$ cat config.mk
export PLATFORM = sky130hd
export DESIGN_NAME = conv_column_feeder
export DESIGN_NICKNAME = d
export VERILOG_FILES = /design/src/rtl/cnn_pkg.sv /design/src/rtl/conv_line_buffer.sv /design/src/rtl/conv_column_feeder.sv
export SDC_FILE = /design/constraint.sdc
export NUM_CORES = 1
export LEC_CHECK = 0
export ABC_AREA = 1
export CELL_PAD_IN_SITES_DETAIL_PLACEMENT = 1
export CELL_PAD_IN_SITES_GLOBAL_PLACEMENT = 2
export CORE_MARGIN = 2
export CORE_UTILIZATION = 30
export CTS_BUF_LIST = sky130_fd_sc_hd__clkbuf_8 sky130_fd_sc_hd__clkbuf_16
export DETAILED_ROUTE_END_ITERATION = 16
export PLACE_DENSITY = 0.73
export SYNTH_ARGS = -nofsm -noshare
export SYNTH_HDL_FRONTEND = slang
export SYNTH_SLANG_ARGS = --single-unit
$ cat constraint.sdc
create_clock -name clk -period 5 [get_ports clk]
set_input_delay 1.25 -clock clk [delete_from_list [all_inputs] [get_ports clk]]
set_output_delay 1.25 -clock clk [all_outputs]
set_load 0.05 [all_outputs]
$ cat src/rtl/cnn_pkg.sv
// cnn_pkg: shared types and constants for the convolution front end
package cnn_pkg;
  localparam int KERNEL_SIZE = 3;
  localparam int DATA_WIDTH = 16;
  typedef logic signed [DATA_WIDTH-1:0] pixel_t;
  typedef enum logic [2:0] {IDLE, K_RX, K_TX, PIX, FLUSH, DONE} feeder_state_t;
endpackage

$ cat src/rtl/conv_line_buffer.sv
// conv_line_buffer: one image row of storage, read-before-write at a single address
module conv_line_buffer #(
  parameter int WIDTH = 16,
  parameter int DEPTH = 28
) (
  input  logic                     clk,
  input  logic                     we,
  input  logic [$clog2(DEPTH)-1:0] addr,
  input  logic [WIDTH-1:0]         wdata,
  output logic [WIDTH-1:0]         rdata
);
  logic [WIDTH-1:0] mem [DEPTH];
  assign rdata = mem[addr];
  // store the new value; the old value remains on rdata until this edge
  always_ff @(posedge clk) if (we) mem[addr] <= wdata;
endmodule

$ cat src/rtl/conv_column_feeder.sv
// conv_column_feeder: turns a kernel stream and a raster pixel stream into three-lane engine beats
module conv_column_feeder #(
  parameter int DATA_WIDTH  = 16,
  parameter int KERNEL_SIZE = 3,
  parameter int IMG_WIDTH   = 28,
  parameter int IMG_HEIGHT  = 28
) (
  input  logic                  clk,
  input  logic                  rst,
  input  logic                  start,
  input  logic                  reuse_kernel,
  input  logic [DATA_WIDTH-1:0] kernel_in,
  input  logic                  kernel_valid,
  output logic                  kernel_ready,
  input  logic [DATA_WIDTH-1:0] pix_in,
  input  logic                  pix_valid,
  output logic                  pix_ready,
  output logic [DATA_WIDTH-1:0] conv_data0,
  output logic [DATA_WIDTH-1:0] conv_data1,
  output logic [DATA_WIDTH-1:0] conv_data2,
  output logic                  conv_kernel_load,
  output logic                  conv_valid_in,
  output logic                  conv_valid_out,
  output logic                  busy,
  output logic                  frame_done
);
  import cnn_pkg::*;
  localparam int XW = $clog2(IMG_WIDTH);
  localparam int YW = $clog2(IMG_HEIGHT);
  localparam logic [XW-1:0] X_LAST = XW'(IMG_WIDTH - 1);
  localparam logic [YW-1:0] Y_LAST = YW'(IMG_HEIGHT - 1);
  if (KERNEL_SIZE != cnn_pkg::KERNEL_SIZE || IMG_WIDTH < 4 || IMG_HEIGHT < 3) begin : g_bad_params
    $error("conv_column_feeder: only a 3x3 kernel and images of at least 4x3 are supported");
  end
  feeder_state_t state;
  logic [XW-1:0] x;
  logic [YW-1:0] y;
  logic [3:0] kcnt;
  logic kernel_loaded;
  logic [DATA_WIDTH-1:0] w [KERNEL_SIZE*KERNEL_SIZE];
  logic [DATA_WIDTH-1:0] row1, row2;
  logic pix_take;
  assign kernel_ready = state == K_RX;
  assign pix_ready = state == PIX;
  assign busy = state != IDLE;
  assign pix_take = pix_ready && pix_valid;
  // row y-1 lives in lb1; its displaced value shifts into lb2 as row y-2
  conv_line_buffer #(.WIDTH(DATA_WIDTH), .DEPTH(IMG_WIDTH)) u_lb1 (
    .clk(clk), .we(pix_take), .addr(x), .wdata(pix_in), .rdata(row1)
  );
  conv_line_buffer #(.WIDTH(DATA_WIDTH), .DEPTH(IMG_WIDTH)) u_lb2 (
    .clk(clk), .we(pix_take), .addr(x), .wdata(row1), .rdata(row2)
  );
  // weight capture in row-major order
  always_ff @(posedge clk) if (kernel_ready && kernel_valid) w[kcnt] <= kernel_in;
  // frame sequencing and registered engine beats
  always_ff @(posedge clk) begin
    if (rst) begin
      state <= IDLE;
      x <= '0;
      y <= '0;
      kcnt <= '0;
      kernel_loaded <= 1'b0;
      conv_data0 <= '0;
      conv_data1 <= '0;
      conv_data2 <= '0;
      conv_kernel_load <= 1'b0;
      conv_valid_in <= 1'b0;
      conv_valid_out <= 1'b0;
      frame_done <= 1'b0;
    end else begin
      conv_kernel_load <= 1'b0;
      conv_valid_in <= 1'b0;
      conv_valid_out <= 1'b0;
      frame_done <= 1'b0;
      case (state)
        IDLE: if (start) begin
          x <= '0;
          y <= '0;
          kcnt <= '0;
          state <= (reuse_kernel && kernel_loaded) ? PIX : K_RX;
        end
        K_RX: if (kernel_valid) begin
          kcnt <= (kcnt == 4'd8) ? 4'd0 : kcnt + 4'd1;
          if (kcnt == 4'd8) begin
            kernel_loaded <= 1'b1;
            state <= K_TX;
          end
        end
        K_TX: begin
          conv_data0 <= w[kcnt];
          conv_data1 <= w[kcnt + 4'd3];
          conv_data2 <= w[kcnt + 4'd6];
          conv_kernel_load <= 1'b1;
          conv_valid_in <= 1'b1;
          kcnt <= (kcnt == 4'd2) ? 4'd0 : kcnt + 4'd1;
          if (kcnt == 4'd2) state <= PIX;
        end
        PIX: if (pix_valid) begin
          if (y >= YW'(2)) begin
            conv_data0 <= row2;
            conv_data1 <= row1;
            conv_data2 <= pix_in;
            conv_valid_in <= 1'b1;
            conv_valid_out <= x >= XW'(3);
          end
          x <= (x == X_LAST) ? '0 : x + XW'(1);
          if (x == X_LAST && y >= YW'(2)) state <= FLUSH;
          if (x == X_LAST && y < YW'(2)) y <= y + YW'(1);
        end
        FLUSH: begin
          conv_data0 <= '0;
          conv_data1 <= '0;
          conv_data2 <= '0;
          conv_valid_in <= 1'b1;
          conv_valid_out <= 1'b1;
          frame_done <= y == Y_LAST;
          y <= (y == Y_LAST) ? y : y + YW'(1);
          state <= (y == Y_LAST) ? DONE : PIX;
        end
        DONE: state <= IDLE;
        default: state <= IDLE;
      endcase
    end
  end
endmodule

**Yosys cells after proc, flatten, opt, wreduce, memory -nomap -nowiden**

Memories as Yosys holds them, arrays and structs flattened. A register that Yosys moved wholly into a read port is not among the register bits.
Index checks and enable logic that the tools add are counted.

- Eq/ne operators: 17
- Reduce and logical (&&, ||, !) cells: 19
- Add/subtract/negate cells: 5
- Multiplexer cells: 48
- Magnitude comparators: 3
- Bitwise gates (word level): 1

Operators by type and width:

| operator | count |
|---|---|
| 16-bit one-hot mux with 3 select lines | 3 |
| 16-bit 2-to-1 mux | 6 |
| 5-bit 2-to-1 mux | 10 |
| 4-bit 2-to-1 mux | 6 |
| 3-bit 2-to-1 mux | 7 |
| 3-bit one-hot mux with 5 select lines | 1 |
| 5-bit one-hot mux with 3 select lines | 1 |
| 4-bit one-hot mux with 3 select lines | 1 |
| 3-bit AND reduction | 4 |
| 3-bit nonzero test | 4 |
| 5-bit by 1-bit adder with 5-bit output (second input constant) | 2 |
| 5-bit equality test (second input constant) | 2 |
| 5-bit by 2-bit >= comparator with 1-bit output (second input constant) | 2 |
| 2-bit inequality test (second input constant) | 5 |
| 5-bit one-hot mux with 2 select lines | 1 |
| 1-bit 2-to-1 mux | 9 |
| 2-bit by 1-bit inequality test with 1-bit output (second input constant) | 4 |
| 3-bit by 2-bit equality test with 1-bit output (second input constant) | 2 |
| 6-bit AND reduction | 1 |
| 1-bit logical AND | 5 |
| 5-bit by 2-bit less-than comparator with 1-bit output (second input constant) | 1 |
| 5-bit AND reduction | 1 |
| 4-bit by 1-bit adder with 4-bit output (second input constant) | 1 |
| 4-bit by 2-bit adder with 4-bit output (second input constant) | 1 |
| 11 further kinds | 13 |

- Output and inout port bits: 55
- Logic and storage cells: 108
- Memories: 3
- Bits in registers: 70
- Memory bits (writable): 1040
- Input bits: 38

Memories:

| name | depth | width | rd ports | clocked after memory_dff | wr ports | RTL line | source |
|---|---|---|---|---|---|---|---|
| u_lb1.mem | 28 | 16 | 1 | 1 | 1 | conv_line_buffer.sv:12 | `logic [WIDTH-1:0] mem [DEPTH];` |
| u_lb2.mem | 28 | 16 | 1 | 1 | 1 | conv_line_buffer.sv:12 |  |
| w | 9 | 16 | 3 | 1 | 1 | conv_column_feeder.sv:40 | `logic [DATA_WIDTH-1:0] w [KERNEL_SIZE*KERNEL_SIZE];` |

**Longest topological paths before layout**

- Depth after elaboration: 6
- Gate-level depth with buffers: 15
- Depth with buffers taken out: 11

**Hierarchy**

A second synthesis with hierarchy kept.

- Cells, all modules: 5226
- Area, all modules: 49573.8 um^2

By module, submodules not included:

| module | cells an instance | area each (um^2) | sequential area each (um^2) | times used |
|---|---|---|---|---|
| conv_line_buffer | 1768 | 18646.6 | 13452.9 | 2 |
| conv_column_feeder | 1690 | 12280.5 | 5805.6 | 1 |

**Worst setup path before layout**

Ideal clock, no wire load.

- Path kind: in2reg
- From: input pix_valid
- To: memory u_lb1.mem[15][0], enable pin
- Stages on the path: 2
- Data arrival time: 4521 ps
- Setup time: 502 ps
- Setup slack: -22 ps
- Required time: 4498 ps
- Path buffers: 0
- Cells stage by stage: inv_1 nor4_1

- Word-level cells in the longest chain between the ends: 3

RTL lines:

| element | RTL line | source |
|---|---|---|
| start, declared | conv_column_feeder.sv:16 | `input logic pix_valid,` |
| 1-bit logical AND | conv_column_feeder.sv:46 | `assign pix_take = pix_ready && pix_valid;` |
| 1-bit 2-to-1 mux | conv_line_buffer.sv:15 | `always_ff @(posedge clk) if (we) mem[addr] <= wdata;` |
| 1-bit 2-to-1 mux (implied by the code) | conv_line_buffer.sv:15 |  |
| end, declared | conv_line_buffer.sv:12 |  |

Every way passes these cells.

**Worst setup path in the final report**

- From: register state[2]
- To: output kernel_ready

- Word-level cells in the longest chain between the ends: 1

RTL lines:

| element | RTL line | source |
|---|---|---|
| start, declared | conv_column_feeder.sv:35 | `feeder_state_t state;` |
| start signal, assigned | conv_column_feeder.sv:81 | `state <= (reuse_kernel && kernel_loaded) ? PIX : K_RX;` |
| start signal, assigned | conv_column_feeder.sv:119 | `state <= (y == Y_LAST) ? DONE : PIX;` |
| 3-bit by 1-bit equality test with 1-bit output | conv_column_feeder.sv:43 | `assign kernel_ready = state == K_RX;` |
| end, declared | conv_column_feeder.sv:14 | `output logic kernel_ready,` |

Every way passes these cells.

==> run summary <==
status: completed
CP Launch Type: flip-flop
Worst Tran Pin Value: 1.26 ns
CTS Buf Count: 119
worst hold path depth: 2
syn_area_per_cell: 10.4 sq um
leakage power: 20.4 nW
WS Path Type: reg2out
Setup Viol. Count Final: 0
post-synth top area share: 0.645
Synth cell types: 37
drt pass-1 iters: 5
Die Footprint: 0.165 sq mm
number of setup buffers added after CTS: 0
Longest Clk Path Bufs: 3
die height: 406 microns
CTS tree: built
P&R area growth vs syn: 15.8%
routed len/inst: 23.3 microns
adder-cell share of the synthesized area: 0.00336
grt ovf: 0
H-tree depth: 3
largest family of logic cells by synthesized area: simple AND/OR/NAND/NOR gates
number of global-route vias before repair: 35000
area leader, netlist: edfxtp_1
register area share after synthesis: 0.677
clock-pin slew on the worst setup and hold paths: 0.06 ns
syn_nets: 4701
CP required: 3.75 ns
EDFF count, synth: 1040
top post-synthesis cells by count: nand2_1 (1182), edfxtp_1 (1040), nand3_1 (671), o21ai_0 (356), nor2_1 (346)
fill count: 17900
Clock Sink Count: 1119
worst hold path class: reg2reg
# hold bufs at CTS: 0
post-synthesis mux area share: 0
Post-Syn Area: 0.0484 sq mm
WL final: 162000 microns
global-route wire length before repair: 238000 microns
I/O Buffers: 92
Top Ports: 93
Root Driver: clkbuf_16
skew final: 0.0593 ns
Rows: 147
Final Wtd Congestion: 0.798
Post-Synth Simple-Gate Area: 0.195
Antenna Nets Post-Route: 0
Setup crit end kind: output port
area of the multi-input gates: 0.0134 sq mm
P per Cell Area: 535 mW/mm^2
routed vias/inst: 4.99
antenna violations before repair: 4
CP arrival: 2.60 ns
Final Hold Fails: 0
largest cells by area after synthesis: edfxtp_1 (64%), nand2_1 (9.2%), nand3_1 (6.9%)
post-synthesis share of cell area spent on xor and xnor gates: 0.00142
final worst hold slack: 0.521 ns
vias: 34700
Yosys warnings: 0
DP Wirelength: 102000 microns
drt drc: 0
Max-Slew Margin vs Limit: 0.160
Top FF cell, synth: edfxtp_1
fin. max-slew vios: 0
cells on worst reg2reg path: 8
fin crit period: 3.85 ns
initial DRC count: 2652
largest net degree at the start of global routing: 221
maximum VDD drop: 0.496 mV
number of synthesized register bits: 1119
Post-synth ARST share: 0
core area: 0.160 sq mm
Synth Instances: 4650
fin crit share: 0.771
unrepaired setup endpoints after global routing: no
antenna cell count: 0
share of post-route cells with drive strength above 1: 0.0832
max-cap viol count: 0
FMAX: 259 MHz
post_cts resized: 0
Compound-Gate Fraction of Synth Area: 0.0715
GRT Resource Usage Total: 0.196
crit path max fanout: 8
Skew-Pair Late Insertion Delay: 0.75 ns
initial core utilization: 0.302
most common cell in the netlist: nand2_1
Layout Nets: 4746
Post-Route Setup TNS: 0 ns
die width: 406 microns
register area: 0.0328 sq mm
sequential cells by signal, summed over array words and instances (netlist names), named ones only:
signal / flops
kcnt: 4
conv_valid_out: 1
conv_data2: 16
conv_valid_in: 1
u_lb2.mem: 448
conv_kernel_load: 1
state: 3
kernel_loaded: 1
frame_done: 1
conv_data0: 16
u_lb1.mem: 448
conv_data1: 16
y: 5
w: 144
x: 5
metal layers:
metal / vias to the layer above / track usage / wire length [microns]
met5: - / 0 / 0
met4: 0 / 0.0462 / 3600
met3: 194 / 0.0235 / 7370
met2: 782 / 0.331 / 78800
met1: 17600 / 0.268 / 72500
li1: 16100 / - / -
critical path, cell delays in order (launching register included):
cell,delay (ns)
dfxtp_1,0.40
nor3_1,0.49
clkdlybuf4s50_1,0.97
report_power, final:
group          leakage (nW)  internal (mW)  switching [mW]
clock network          2.02           5.06            3.76
registers              10.0           11.2           0.380
logic                  8.35           2.41            7.26
total                  20.4           18.6            11.4
cells in the final DEF, fill, tap and decap left out, types with 2 or more instances in the layout:
| cell | count |
|---|---|
| nand2_1 | 1182 |
| edfxtp_1 | 1040 |
| nand3_1 | 671 |
| o21ai_0 | 356 |
| inv_1 | 324 |
| nor2_1 | 316 |
| a21oi_1 | 204 |
| clkbuf_16 | 122 |
| buf_4 | 108 |
| clkdlybuf4s50_1 | 83 |
| dfxtp_1 | 70 |
| o211ai_1 | 56 |
| nor2_4 | 27 |
| clkinv_2 | 24 |
| o21ai_1 | 23 |
| or2_2 | 22 |
| clkinv_1 | 21 |
| buf_12 | 19 |
| ha_1 | 13 |
| bufinv_16 | 11 |
| o22ai_1 | 10 |
| buf_2 | 9 |
| inv_2 | 8 |
| nor3_1 | 8 |
| and2_1 | 6 |
| nor3_2 | 6 |
| clkbuf_8 | 6 |
| dfxtp_4 | 5 |
| dfxtp_2 | 4 |
| clkinvlp_4 | 4 |
| clkinv_8 | 3 |
| nor2_2 | 3 |
| nand4_1 | 3 |
| xor2_1 | 3 |
| inv_6 | 3 |
| and2_2 | 2 |
| xor2_2 | 2 |
| a21oi_4 | 2 |
| a211oi_1 | 2 |
logic make-up (layout without fill, tap and decap cells):
group	after synthesis	count (layout)
buf+inv	603	749
simple gates	2252	2252
flops	1119	1119
fa+ha+maj	13	13
compound gates	656	656
xor+xnor	7	7
worst paths after layout:
kind / from / end / slack (ns)
max reg2reg: flip-flop / u_lb2.mem[2][4] / 1.78
min: kernel_loaded / kernel_loaded / 0.52
max: state[2] / kernel_ready / 1.15
min reg2reg: kernel_loaded / kernel_loaded / 0.52
per-stage QoR:
| stage | area, sq um | utilization | total power, mW | instances | setup slack [ns] |
|---|---|---|---|---|---|
| 6_report | 56100 | 0.350 | 30.0 | 6956 | 1.15 |
| 5_1_grt | 56100 | 0.350 | 31.5 | 6956 | 0.978 |
| 3_5_place_dp | 52200 | 0.325 | 21.4 | 6734 | 0.924 |
| 3_3_place_gp | 52200 | 0.325 | 21.3 | 6734 | 0.984 |
| 4_1_cts | 56100 | 0.350 | 30.3 | 6956 | 1.09 |
| 2_1_floorplan | 48500 | - | 17.4 | 4650 | 1.28 |
final cells by class:
class | count | share of cell area
sequential | 1119 | 0.585
multi-input combinational | 2928 | 0.239
clock buffer | 128 | 0.0559
tap | 2160 | 0.0482
timing repair buffer | 219 | 0.0369
inverter | 308 | 0.0210
clock inverter | 94 | 0.0135
(Power assumes the default switching activity.)
